===== src/rtl/free_list_pkg.sv =====
`default_nettype none
// ============================================================================
// Module   : sys_defs (package)
// Purpose  : Core-wide sizing constants and the tag-carrying structs shared
//            by the free list, ROB and Map Table.
// Contents : NUM_PR, NUM_ARCH, NUM_ROB, NUM_SUPER, PRW,
//            PR_IDX_t, FL_ROB_OUT_t, ROB_FL_OUT_t
// Revision : 1.0 - initial release
// ============================================================================
package sys_defs;

  // Physical registers, architectural registers, ROB entries, machine width
  localparam int NUM_PR    = 64;
  localparam int NUM_ARCH  = 32;
  localparam int NUM_ROB   = 32;
  localparam int NUM_SUPER = 2;

  // Physical tag width
  localparam int PRW = $clog2(NUM_PR);

  typedef logic [PRW-1:0] PR_IDX_t;

  // Free list -> ROB / Map Table: fresh tags for one dispatch group
  typedef struct packed {
    PR_IDX_t [NUM_SUPER-1:0] T_idx;
  } FL_ROB_OUT_t;

  // ROB -> free list: previous mappings released at retirement
  typedef struct packed {
    PR_IDX_t [NUM_SUPER-1:0] Told_idx;
  } ROB_FL_OUT_t;

endpackage
`default_nettype wire


===== src/rtl/fl_checkpoint_table.sv =====
`default_nettype none
// ============================================================================
// Module   : fl_checkpoint_table
// Purpose  : Per-ROB-entry snapshot of the free-list head pointer. Each
//            dispatched op records where the head will sit just after its
//            own tag was popped, so a mispredict at that op can restore the
//            head and release everything allocated younger than it.
// Ports    : clock            - rising-edge clock
//            reset            - asynchronous, active-low; clears all entries
//            wr_en[1:0]       - write strobe for each dispatch slot
//            wr_idx           - ROB index per slot, slot 0 in the low bits
//            wr_data          - head snapshot per slot, slot 0 in low bits
//            rd_idx           - ROB index of the mispredicted branch
//            rd_data          - snapshot stored at rd_idx (combinational)
// Revision : 1.0 - initial release
// ============================================================================
module fl_checkpoint_table
  import sys_defs::*;
#(
  parameter int DEPTH  = NUM_ROB,
  parameter int IDX_W  = $clog2(NUM_ROB),
  parameter int DATA_W = 6
) (
  input  logic                  clock,
  input  logic                  reset,
  input  logic [1:0]            wr_en,
  input  logic [2*IDX_W-1:0]    wr_idx,
  input  logic [2*DATA_W-1:0]   wr_data,
  input  logic [IDX_W-1:0]      rd_idx,
  output logic [DATA_W-1:0]     rd_data
);

  logic [DATA_W-1:0] r_ckpt [DEPTH];

  logic [IDX_W-1:0]  w_idx0;
  logic [IDX_W-1:0]  w_idx1;
  logic [DATA_W-1:0] w_data0;
  logic [DATA_W-1:0] w_data1;

  assign w_idx0  = wr_idx[IDX_W-1:0];
  assign w_idx1  = wr_idx[2*IDX_W-1:IDX_W];
  assign w_data0 = wr_data[DATA_W-1:0];
  assign w_data1 = wr_data[2*DATA_W-1:DATA_W];

  // The two slots of one dispatch group always target distinct ROB
  // entries; should they ever collide, slot 1 (the younger op) wins.
  always_ff @(posedge clock or negedge reset) begin
    if (!reset) begin
      for (int i = 0; i < DEPTH; i++) begin
        r_ckpt[i] <= '0;
      end
    end else begin
      if (wr_en[0]) begin
        r_ckpt[w_idx0] <= w_data0;
      end
      if (wr_en[1]) begin
        r_ckpt[w_idx1] <= w_data1;
      end
    end
  end

  // Read is combinational so the restored head lands in the same edge
  // that performs the rollback.
  assign rd_data = r_ckpt[rd_idx];

endmodule
`default_nettype wire


===== src/rtl/free_list.sv =====
`default_nettype none
// ============================================================================
// Module   : free_list
// Purpose  : Physical-register free list for the 2-wide R10000-style core.
//            Pops two fresh tags per dispatch group, pushes the two Told
//            tags released at retirement, and restores its head from a
//            per-ROB checkpoint on a branch mispredict so squashed tags
//            return to the pool in a single cycle.
// Ports    : clock            - rising-edge clock
//            reset            - asynchronous, active-low
//            en               - global state-update enable
//            dispatch_en      - pop two tags this cycle
//            ROB_idx          - ROB slots of the two dispatched ops
//            retire_en[1:0]   - retire slot valid ([1] only with [0])
//            Told_idx         - tags freed by the retiring ops
//            rollback_en      - mispredict recovery this cycle
//            ROB_rollback_idx - ROB index of the mispredicted branch
//            T_idx            - the two tags offered to dispatch (comb.)
//            FL_valid         - at least two tags are free
//            free_count       - number of free tags
// Options  : FL_DEBUG_EN - adds fl_debug / head_debug / tail_debug outputs
//            and immediate assertions on protocol violations. Functional
//            behaviour is identical with or without it.
// Revision : 1.0 - initial release
// ============================================================================
module free_list #(
  parameter int NUM_PR    = sys_defs::NUM_PR,
  parameter int NUM_ARCH  = sys_defs::NUM_ARCH,
  parameter int NUM_ROB   = sys_defs::NUM_ROB,
  parameter int NUM_SUPER = sys_defs::NUM_SUPER
) (
  input  logic                                  clock,
  input  logic                                  reset,
  input  logic                                  en,
  input  logic                                  dispatch_en,
  input  logic [NUM_SUPER*$clog2(NUM_ROB)-1:0]  ROB_idx,
  input  logic [NUM_SUPER-1:0]                  retire_en,
  input  logic [NUM_SUPER*$clog2(NUM_PR)-1:0]   Told_idx,
  input  logic                                  rollback_en,
  input  logic [$clog2(NUM_ROB)-1:0]            ROB_rollback_idx,
  output logic [NUM_SUPER*$clog2(NUM_PR)-1:0]   T_idx,
  output logic                                  FL_valid,
  output logic [$clog2(NUM_PR-NUM_ARCH):0]      free_count
`ifdef FL_DEBUG_EN
  ,
  output logic [(NUM_PR-NUM_ARCH)*$clog2(NUM_PR)-1:0] fl_debug,
  output logic [$clog2(NUM_PR-NUM_ARCH):0]            head_debug,
  output logic [$clog2(NUM_PR-NUM_ARCH):0]            tail_debug
`endif
);

  // --------------------------------------------------------------------------
  // Sizing. The depth D must be a power of two: array indices are taken as
  // the low IW pointer bits and the top bit is the wrap flag, so the
  // modular subtraction tail - head gives the occupancy directly.
  // --------------------------------------------------------------------------
  localparam int D   = NUM_PR - NUM_ARCH;
  localparam int PRW = $clog2(NUM_PR);
  localparam int RW  = $clog2(NUM_ROB);
  localparam int IW  = $clog2(D);
  localparam int PW  = IW + 1;

  // --------------------------------------------------------------------------
  // State
  // --------------------------------------------------------------------------
  logic [PRW-1:0] r_fl [D];
  logic [PW-1:0]  r_head;
  logic [PW-1:0]  r_tail;

  // --------------------------------------------------------------------------
  // Combinational helpers
  // --------------------------------------------------------------------------
  logic [PW-1:0]  w_free_count;
  logic           w_fl_valid;
  logic [PW-1:0]  w_head_p1;
  logic [PW-1:0]  w_head_p2;
  logic [PW-1:0]  w_tail_p1;
  logic [PW-1:0]  w_ckpt_rd;
  logic [PW-1:0]  w_head_nxt;
  logic [PW-1:0]  w_tail_nxt;
  logic [1:0]     w_retire_cnt;
  logic           w_do_dispatch;
  logic           w_do_rollback;
  logic [PRW-1:0] w_told0;
  logic [PRW-1:0] w_told1;

  assign w_free_count = r_tail - r_head;
  assign w_fl_valid   = (w_free_count >= PW'(2));

  assign w_head_p1 = r_head + PW'(1);
  assign w_head_p2 = r_head + PW'(2);
  assign w_tail_p1 = r_tail + PW'(1);

  assign w_told0 = Told_idx[PRW-1:0];
  assign w_told1 = Told_idx[2*PRW-1:PRW];

  // Rollback takes priority over dispatch: the dispatch group in the same
  // cycle belongs to the squashed path, so neither the pop nor its
  // checkpoint writes may take effect. A pop without two free tags is
  // ignored outright. FL_valid looks only at registered state; a
  // same-cycle retirement cannot rescue a pop.
  assign w_do_rollback = en & rollback_en;
  assign w_do_dispatch = en & dispatch_en & w_fl_valid & ~rollback_en;

  // Retire slot 1 is only meaningful together with slot 0; the illegal
  // pattern 2'b10 pushes nothing.
  always_comb begin
    w_retire_cnt = 2'd0;
    if (en) begin
      case (retire_en)
        2'b01:   w_retire_cnt = 2'd1;
        2'b11:   w_retire_cnt = 2'd2;
        default: w_retire_cnt = 2'd0;
      endcase
    end
  end

  always_comb begin
    w_head_nxt = r_head;
    if (w_do_rollback) begin
      w_head_nxt = w_ckpt_rd;
    end else if (w_do_dispatch) begin
      w_head_nxt = w_head_p2;
    end
  end

  // Retirement is independent of head movement: a rollback and a retire
  // in the same cycle both take effect.
  assign w_tail_nxt = r_tail + PW'(w_retire_cnt);

  // --------------------------------------------------------------------------
  // Pointers and tag array
  // --------------------------------------------------------------------------
  always_ff @(posedge clock or negedge reset) begin
    if (!reset) begin
      r_head <= '0;
      r_tail <= PW'(D);
      for (int i = 0; i < D; i++) begin
        r_fl[i] <= PRW'(NUM_ARCH + i);
      end
    end else begin
      r_head <= w_head_nxt;
      r_tail <= w_tail_nxt;
      if (w_retire_cnt != 2'd0) begin
        r_fl[r_tail[IW-1:0]] <= w_told0;
      end
      if (w_retire_cnt == 2'd2) begin
        r_fl[w_tail_p1[IW-1:0]] <= w_told1;
      end
    end
  end

  // --------------------------------------------------------------------------
  // Checkpoint table. Slot 0 records head+1 (its own tag consumed), slot 1
  // records head+2 (both tags consumed), so restoring at a branch keeps the
  // branch's group up to and including the branch allocated.
  // --------------------------------------------------------------------------
  fl_checkpoint_table #(
    .DEPTH  (NUM_ROB),
    .IDX_W  (RW),
    .DATA_W (PW)
  ) u_ckpt (
    .clock   (clock),
    .reset   (reset),
    .wr_en   ({2{w_do_dispatch}}),
    .wr_idx  (ROB_idx),
    .wr_data ({w_head_p2, w_head_p1}),
    .rd_idx  (ROB_rollback_idx),
    .rd_data (w_ckpt_rd)
  );

  // --------------------------------------------------------------------------
  // Outputs. T_idx reflects the current head, so a tag pushed or a head
  // restored at edge N is offered from cycle N+1 on.
  // --------------------------------------------------------------------------
  assign T_idx      = {r_fl[w_head_p1[IW-1:0]], r_fl[r_head[IW-1:0]]};
  assign FL_valid   = w_fl_valid;
  assign free_count = w_free_count;

`ifdef FL_DEBUG_EN
  generate
    for (genvar g = 0; g < D; g++) begin : g_fl_debug
      assign fl_debug[g*PRW +: PRW] = r_fl[g];
    end
  endgenerate

  assign head_debug = r_head;
  assign tail_debug = r_tail;

  always @(posedge clock) begin
    if (reset && en) begin
      if (dispatch_en) begin
        assert (w_fl_valid);
      end
      assert (retire_en != 2'b10);
      assert ((int'(w_free_count) + int'(w_retire_cnt)) <= D);
    end
  end
`endif

endmodule
`default_nettype wire


===== config.mk =====
export PLATFORM = sky130hd
export DESIGN_NAME = free_list
export DESIGN_NICKNAME = d
export VERILOG_FILES = /design/src/rtl/free_list_pkg.sv /design/src/rtl/fl_checkpoint_table.sv /design/src/rtl/free_list.sv
export SDC_FILE = /design/constraint.sdc
export NUM_CORES = 1
export LEC_CHECK = 0
export BUFFER_PORTS_ARGS = -buffer_cell sky130_fd_sc_hd__buf_4
export CORE_ASPECT_RATIO = 0.8
export CORE_UTILIZATION = 53
export DETAILED_ROUTE_END_ITERATION = 7
export GPL_TIMING_DRIVEN = 0
export HOLD_SLACK_MARGIN = 0.05
export PLACE_DENSITY = 0.69
export SLEW_MARGIN = 25
export SYNTH_ARGS = -nofsm -noshare
export SYNTH_HDL_FRONTEND = slang
export SYNTH_SLANG_ARGS = --single-unit
export TNS_END_PERCENT = 50

===== constraint.sdc =====
create_clock -name clock -period 6.5 [get_ports clock]
set_clock_uncertainty 0.2 [all_clocks]
set_input_delay 0.325 -clock clock [delete_from_list [all_inputs] [get_ports clock]]
set_output_delay 0.325 -clock clock [all_outputs]
set_load 0.005 [all_outputs]

==> results.py, run 1 <==
metrics = {
    "outcome": {
        "result_of_the_run": "complete, but fails checks",
        "violations_in_the_final_reports": "negative setup slack",
    },
    "clocking": {
        "clk-insertion-delay-late_ns": 0.61,
        "tritoncts": "built",
        "clk_path_buf_depth": 3,
        "clkTransAtPathRegs_ns": 0.06,
        "cts.sink_count": 396,
        "clock_tree.htree_level_count": 2,
        "postCtsResizedCells": 0,
        "cts_setup_buffers": 0,
        "root_buffer": "sky130_fd_sc_hd__clkbuf_16",
        "numCtsBuffers": 45,
    },
    "final_layout": {
        "drive_above_1_share_pct": 19.1,
        "final_nets": 2593,
        "final_design_area_no_fill_um2": 27700,
        "fin_cells": 3199,
        "fillerInstances": 3865,
        "finalCoreUtilization_pct": 60.5,
        "seq_area_um2": 10100,
        "multi_input_area_um2": 13600,
        "layout-area-overhead-vs-synth_pct": 12.5,
    },
    "place": {
        "routabilityCongestion": 1.11,
        "half_perimeter_wire_length_after_detailed_placement_mm": 75.2,
        "postPlaceCellArea_um2": 25900,
        "buffer_ports.inserted": 44,
        "post-place-cells": 3094,
        "preCtsSetupSlack_ns": 0.410,
    },
    "timing": {
        "finalSetupViolations": 13,
        "rsz0062_at_grt": "false",
        "period_minus_slack_ns": 6.62,
        "tightest_slew_ns": 1.21,
        "setup_slack_ns": -0.125,
        "max_slew_margin_pct": 19.5,
        "period_utilization_post_route_pct": 102,
        "highest_clock_rate_mhz": 151,
        "number_of_failing_hold_endpoints_at_the_final_stage": 0,
        "slew_viol_final": 0,
    },
    "route": {
        "detailroute.via_count": 22700,
        "wire_per_inst_um": 32.7,
        "drc_errors": 0,
        "avgViaCountPerCell": 7.11,
        "first_iter_violations": 3573,
        "totalWireLength_mm": 105,
        "detail_route.first_pass.iterations": 7,
        "antenna_violating_nets_post_route": 0,
    },
    "floorplan": {
        "fp.dieH_um": 195,
        "placement_rows": 70,
        "design.portCount": 53,
        "core_um2": 45700,
        "dieArea_um2": 47300,
        "chipWidth_um": 243,
        "initial_core_util_pct": 53.8,
    },
    "critical_path": {
        "end_kind": "register",
        "worstPathArrival_ns": 6.94,
        "crit-reg2reg-capture": "u_ckpt.r_ckpt[61]$_DFF_PN0_",
        "worst_r2r_src": "r_head[1]$_DFFE_PN0P_",
        "crit_path_max_fanout": 10,
        "regToRegSetupSlack_ns": -0.12,
        "worstRegToRegCells": 12,
        "worstSetupStartpointType": "register",
        "timing.setup.critical_path_class": "reg -> reg",
        "worstPathRequired_ns": 6.82,
    },
    "logic_synthesis": {
        "synth_area_leaders": "sky130_fd_sc_hd__dfrtp_1 (29%), sky130_fd_sc_hd__mux4_2 (13%), sky130_fd_sc_hd__mux2i_1 (13%)",
        "synthSimpleGateAreaFrac_pct": 13.1,
        "synth_top_family_by_area": "multiplexers",
        "synth_top_cell_by_area": "sky130_fd_sc_hd__dfrtp_1",
        "synth-edff-count": 0,
        "synth.ff_latch_count": 396,
        "synth-compound-area-share_pct": 13.8,
        "synth_xor_area_share_pct": 0.707,
        "syn_area_per_cell_um2": 10.1,
        "postSynth.asyncResetShare_pct": 100,
        "synth.mux.area_fraction_pct": 26.7,
        "synth.yosys.warnings": 0,
        "synth.yosys.seq_area_share_pct": 40.8,
        "primary_ff_master_synth": "sky130_fd_sc_hd__dfrtp_1",
        "unique_cell_type_count_in_the_yosys_netlist": 62,
        "synth_nets": 2476,
        "adder_and_majority_gate_portion_of_the_synthesized_area_pct": 0.620,
        "synth_top_cell_area_share_pct": 28.8,
        "synthesized_instance_count": 2431,
        "syn-cell-area_um2": 24600,
        "synth_top_cells_by_count": "sky130_fd_sc_hd__mux2i_1 (323), sky130_fd_sc_hd__nand2_1 (284), sky130_fd_sc_hd__dfrtp_1 (283)",
        "synthMostInstantiatedCell": "sky130_fd_sc_hd__mux2i_1",
    },
    "global_routing": {
        "grt_overflow_total": 0,
        "first_global_vias": 21500,
        "antenna_found_initial": 3,
        "grt_start_max_net_pins": 91,
        "gr-usage-all-layers_pct": 44.2,
        "grt_pass1_wl_mm": 150,
    },
    "power": {
        "design_power_total_mw": 12.9,
        "peak_ir_drop_on_the_vdd_network_uv": 272,
        "fraction_of_power_consumed_by_sequential_logic_pct": 33.7,
        "comb_power_share_pct": 44.8,
        "net_switching_power_figure_mw": 5.38,
        "cellPowerDensity_nw_per_um2": 465,
        "p_leak_nw": 11.2,
        "p_sw_share_pct": 41.8,
        "p_int_mw": 7.48,
        "power.share.clock_pct": 21.5,
    },
    "flow_run": {
        "drv.max_cap_violation_count": 0,
    },
    "worst_hold_path": {
        "min_path_type": "in -> async",
    },
}
## flip-flops by register name, summed over array words and instances, names as in the netlist
signal	flops
u_ckpt.r_ckpt	192
r_tail	6
r_head	6
r_fl	192
## worst max path at each step
stage / end / cells after the start / slack, ns / from
floorplan: u_ckpt.r_ckpt[186]$_DFF_PN0_ / 14 / 2.66 / r_head[1]$_DFFE_PN0P_
global placement: u_ckpt.r_ckpt[109]$_DFF_PN0_ / 12 / 0.51 / r_head[1]$_DFFE_PN0P_
detailed placement: u_ckpt.r_ckpt[133]$_DFF_PN0_ / 12 / 0.41 / r_head[1]$_DFFE_PN0P_
CTS: r_head[3]$_DFFE_PN0P_ / 16 / 0.38 / r_head[1]$_DFFE_PN0P_
global route: u_ckpt.r_ckpt[61]$_DFF_PN0_ / 12 / 0.02 / r_head[1]$_DFFE_PN0P_
finish: u_ckpt.r_ckpt[61]$_DFF_PN0_ / 12 / -0.12 / r_head[1]$_DFFE_PN0P_
## power groups by stage
stage	combinational [mW]	clock (mW)	sequential [mW]
floorplan	3.45	0	3.97
global placement	5.29	0	4.24
detailed placement	5.43	0	4.29
CTS	5.47	2.75	4.26
global route	5.91	2.85	4.39
finish	5.76	2.77	4.34
## layout by cell type, fill, tap and decap left out, types with 23 or more instances in the layout
cell type	count
sky130_fd_sc_hd__mux4_2	147
sky130_fd_sc_hd__a22oi_1	23
sky130_fd_sc_hd__buf_2	56
sky130_fd_sc_hd__nor2_1	192
sky130_fd_sc_hd__o221ai_1	28
sky130_fd_sc_hd__o21ai_0	196
sky130_fd_sc_hd__dfstp_2	113
sky130_fd_sc_hd__buf_4	43
sky130_fd_sc_hd__o22ai_1	24
sky130_fd_sc_hd__nand3_1	62
sky130_fd_sc_hd__dfrtp_1	283
sky130_fd_sc_hd__nand2_1	284
sky130_fd_sc_hd__nor3_1	31
sky130_fd_sc_hd__mux2i_1	323
sky130_fd_sc_hd__clkbuf_1	161
sky130_fd_sc_hd__a21oi_1	192
sky130_fd_sc_hd__clkbuf_16	47
## layer usage
| metal | vias to the layer above | global-route usage (%) | routed length (µm) |
|---|---|---|---|
| met1 | 11300 | 64.6 | 41800 |
| met4 | 2 | 15.7 | 4240 |
| met5 | - | 0.304 | 9 |
| li1 | 9173 | - | - |
| met3 | 307 | 20.3 | 18400 |
| met2 | 1917 | 56.7 | 40300 |
## cell type report
cell class / instances / share of cell area (%)
multi-input cells: 1781 / 49.0
plain buffers: 233 / 3.53
well taps: 612 / 2.77
repair buffers: 70 / 2.43
flip-flops and latches: 396 / 36.3
clock inverters: 11 / 0.493
inverters: 21 / 0.285
diodes: 2 / 0.0181
clock buffers: 73 / 5.15
## logic make-up after synthesis
kind of cell | Yosys count
AND/OR/NAND/NOR | 707
AO/OA/AOI/OAI | 573
multiplexers | 471
flip-flops | 396
buffers and inverters | 254
XOR/XNOR | 19
adder cells (fa/ha/maj) | 11
## what timing repair did
item / CTS / global route
hold endpoints to repair: 205 / 0
setup endpoints to repair: 0 / 0
hold buffers: 18 / 0
## metrics by stage
step	hold WS, ns	TNS, ns
final	0.0273	-0.843
after global routing	0.0789	0
after CTS	0.0568	0
after detailed placement	0.0852	0
after global placement	0.305	0
after floorplan	-0.171	0
## critical path: stages, from the launching register on
cell	delay (ns)
sky130_fd_sc_hd__dfrtp_1	0.38
sky130_fd_sc_hd__clkbuf_1	0.73
sky130_fd_sc_hd__buf_1	0.89
sky130_fd_sc_hd__inv_1	0.51
sky130_fd_sc_hd__fa_1	0.58
sky130_fd_sc_hd__xor2_1	0.38
sky130_fd_sc_hd__nor3b_1	0.11
sky130_fd_sc_hd__mux2_4	0.33
sky130_fd_sc_hd__a41oi_2	0.87
sky130_fd_sc_hd__and2_1	0.23
sky130_fd_sc_hd__clkbuf_1	0.88
sky130_fd_sc_hd__a221oi_1	0.25
sky130_fd_sc_hd__a21oi_1	0.20
(Power assumes the default switching activity.)
==> run 2, diff against run 1 <==
--- a/config.mk
+++ b/config.mk
@@ -11,6 +11,7 @@
 export DETAILED_ROUTE_END_ITERATION = 7
 export GPL_TIMING_DRIVEN = 0
 export HOLD_SLACK_MARGIN = 0.05
+export MAX_ROUTING_LAYER = met4
 export PLACE_DENSITY = 0.69
 export SLEW_MARGIN = 25
 export SYNTH_ARGS = -nofsm -noshare
==> run 2 against run 1 <==
The flow now finishes without violations. Maximum frequency is 4.4% higher. Sequential share of layout area decreased by 0.082 points. Clock power increased by 3%. First-iteration DRC count increased by 1.8%. Routed wire length shrank 1.5%. Utilization grew 0.14 points. Highest routed layer is now met4.
==> results.py, run 2 (synthesis results as in run 1) <==
metrics = {
    "critical_path": {
        "worstRegToRegCells": 15,
        "worstPathRequired_ns": 6.79,
        "worstSetupStartpointType": "register",
        "timing.setup.critical_path_class": "reg -> reg",
        "crit-reg2reg-capture": "u_ckpt.r_ckpt[99]$_DFF_PN0_",
        "crit_path_max_fanout": 11,
        "end_kind": "register",
        "worstPathArrival_ns": 6.64,
        "worst_r2r_src": "r_head[1]$_DFFE_PN0P_",
        "regToRegSetupSlack_ns": 0.15,
    },
    "final_layout": {
        "reg.largest.list": "r_fl (192), u_ckpt.r_ckpt (192)",
        "final_nets": 2594,
        "layout_commonest_cell": "sky130_fd_sc_hd__mux2i_1",
        "fin_cells": 3202,
        "multi_input_area_um2": 13500,
        "layout-area-overhead-vs-synth_pct": 12.7,
        "layout.cells.most_common_list": "sky130_fd_sc_hd__mux2i_1 (323), sky130_fd_sc_hd__nand2_1 (284), sky130_fd_sc_hd__dfrtp_1 (283)",
        "seq_area_um2": 10100,
        "drive_above_1_share_pct": 19.4,
        "fillerInstances": 3912,
    },
    "route": {
        "first_iter_violations": 3639,
        "antenna_violating_nets_post_route": 0,
        "totalWireLength_mm": 103,
        "avgViaCountPerCell": 7.07,
        "detailroute.via_count": 22600,
        "wire_per_inst_um": 32.2,
        "drc_errors": 0,
        "detail_route.first_pass.iterations": 6,
    },
    "place": {
        "half_perimeter_wire_length_after_detailed_placement_mm": 74.4,
        "post-place-cells": 3096,
        "buffer_ports.inserted": 44,
        "routabilityCongestion": 1.14,
    },
    "clocking": {
        "clock_tree.htree_level_count": 2,
        "clk-insertion-delay-late_ns": 0.59,
        "cts.sink_count": 396,
        "clk_path_buf_depth": 3,
        "cts_setup_buffers": 0,
        "cts-hold-fix-buffers": 19,
        "numCtsBuffers": 44,
        "tritoncts": "built",
        "clkTransAtPathRegs_ns": 0.07,
        "postCtsResizedCells": 0,
        "root_buffer": "sky130_fd_sc_hd__clkbuf_16",
    },
    "floorplan": {
        "placement_rows": 70,
        "dieArea_um2": 47300,
        "chipWidth_um": 243,
        "core_um2": 45700,
        "design.portCount": 53,
        "initial_core_util_pct": 53.8,
        "fp.dieH_um": 195,
    },
    "timing": {
        "fin_setup_tns_ns": 0,
        "worst_hold_slack_ns": 0.0944,
        "number_of_failing_hold_endpoints_at_the_final_stage": 0,
        "rsz0062_at_grt": "false",
        "period_minus_slack_ns": 6.35,
        "period_utilization_post_route_pct": 97.7,
        "slew_viol_final": 0,
        "finalSetupViolations": 0,
        "tightest_slew_ns": 1.19,
        "highest_clock_rate_mhz": 158,
        "max_slew_margin_pct": 19.9,
    },
    "power": {
        "power.share.clock_pct": 22.0,
        "design_power_total_mw": 12.9,
        "cellPowerDensity_nw_per_um2": 465,
        "fraction_of_power_consumed_by_sequential_logic_pct": 33.8,
        "comb_power_share_pct": 44.2,
        "p_sw_share_pct": 41.4,
        "p_leak_nw": 11.2,
        "net_switching_power_figure_mw": 5.35,
        "p_int_mw": 7.56,
        "peak_ir_drop_on_the_vdd_network_uv": 291,
    },
    "global_routing": {
        "grt_pass1_wl_mm": 147,
        "gr-usage-all-layers_pct": 44.8,
        "first_global_vias": 21000,
        "grt_overflow_total": 0,
        "grt_start_max_net_pins": 89,
        "antenna_found_initial": 5,
    },
    "flow_run": {
        "drv.max_cap_violation_count": 0,
    },
    "worst_hold_path": {
        "worst_hold_end": "r_tail[1]$_DFF_PN0_",
        "min_path_type": "in -> reg",
        "worstHoldStart": "retire_en[0]",
        "whs_path_depth": 4,
    },
    "outcome": {
        "result_of_the_run": "completed",
    },
}
## run 2: cell count changes in the layout (fill, tap and decap cells not counted), moves of 2 or more
cell	previous run	this run
sky130_fd_sc_hd__clkbuf_1	161	152
sky130_fd_sc_hd__clkbuf_8	15	9
sky130_fd_sc_hd__bufinv_16	3	8
sky130_fd_sc_hd__clkbuf_2	7	12
sky130_fd_sc_hd__diode_2	2	7
sky130_fd_sc_hd__clkinv_2	3	7
sky130_fd_sc_hd__clkbuf_16	47	45
sky130_fd_sc_hd__clkinv_1	2	0
sky130_fd_sc_hd__clkinvlp_4	2	4
## run 2: how the worst max path moves through the flow
stage / start / to / slack (ns) / cells after the start
global placement: r_head[1]$_DFFE_PN0P_ / u_ckpt.r_ckpt[99]$_DFF_PN0_ / 0.66 / 15
floorplan: r_head[1]$_DFFE_PN0P_ / u_ckpt.r_ckpt[186]$_DFF_PN0_ / 2.66 / 14
finish: r_head[1]$_DFFE_PN0P_ / u_ckpt.r_ckpt[99]$_DFF_PN0_ / 0.15 / 15
detailed placement: r_head[1]$_DFFE_PN0P_ / u_ckpt.r_ckpt[51]$_DFF_PN0_ / 0.61 / 15
global route: r_head[1]$_DFFE_PN0P_ / r_head[3]$_DFFE_PN0P_ / 0.19 / 16
CTS: r_head[1]$_DFFE_PN0P_ / FL_valid / 0.48 / 13
## run 2: worst max-delay path, cell delays in order, from the launching register on
cell and delay (ns):
sky130_fd_sc_hd__dfrtp_1 0.37, sky130_fd_sc_hd__clkbuf_1 0.69, sky130_fd_sc_hd__buf_1 0.77, sky130_fd_sc_hd__inv_1 0.45, sky130_fd_sc_hd__fa_1 0.55, sky130_fd_sc_hd__a21o_1 0.19, sky130_fd_sc_hd__a21oi_1 0.18, sky130_fd_sc_hd__xor2_1 0.63
sky130_fd_sc_hd__and4_4 0.34, sky130_fd_sc_hd__buf_6 0.15, sky130_fd_sc_hd__inv_2 0.12, sky130_fd_sc_hd__buf_2 0.24, sky130_fd_sc_hd__nand2_1 0.46, sky130_fd_sc_hd__buf_2 0.54, sky130_fd_sc_hd__o221ai_1 0.21, sky130_fd_sc_hd__o21ai_0 0.13
## run 2: area by class of cell
type | instances | area share (%)
well taps | 612 | 2.76
multi-input cells | 1781 | 48.8
repair buffers | 72 | 2.56
inverters | 21 | 0.284
flip-flops and latches | 396 | 36.2
plain buffers | 233 | 3.54
diodes | 7 | 0.0632
clock inverters | 20 | 1.13
clock buffers | 60 | 4.59
## run 2: power groups by stage
stage	clock (mW)	combinational [mW]	sequential (mW)
CTS	2.83	5.42	4.29
detailed placement	0	5.39	4.31
finish	2.84	5.71	4.37
floorplan	0	3.45	3.97
global route	2.92	5.86	4.41
global placement	0	5.24	4.26
## run 2: per-stage QoR
step           instance area, µm²  setup WS (ns)  utilization (%)
2_1_floorplan               24600           2.66                -
3_3_place_gp                25700          0.659             56.2
3_5_place_dp                25900          0.609             56.7
4_1_cts                     27700          0.481             60.6
5_1_grt                     27700          0.189             60.7
6_report                    27700          0.152             60.7
## run 2: metal layers
metal,track usage [%],vias to the layer above,wire [µm]
met3,21.4,308,18500
li1,-,9190,-
met2,55.0,1926,39600
met5,-,-,0
met4,15.0,0,3920
met1,63.4,11200,41200
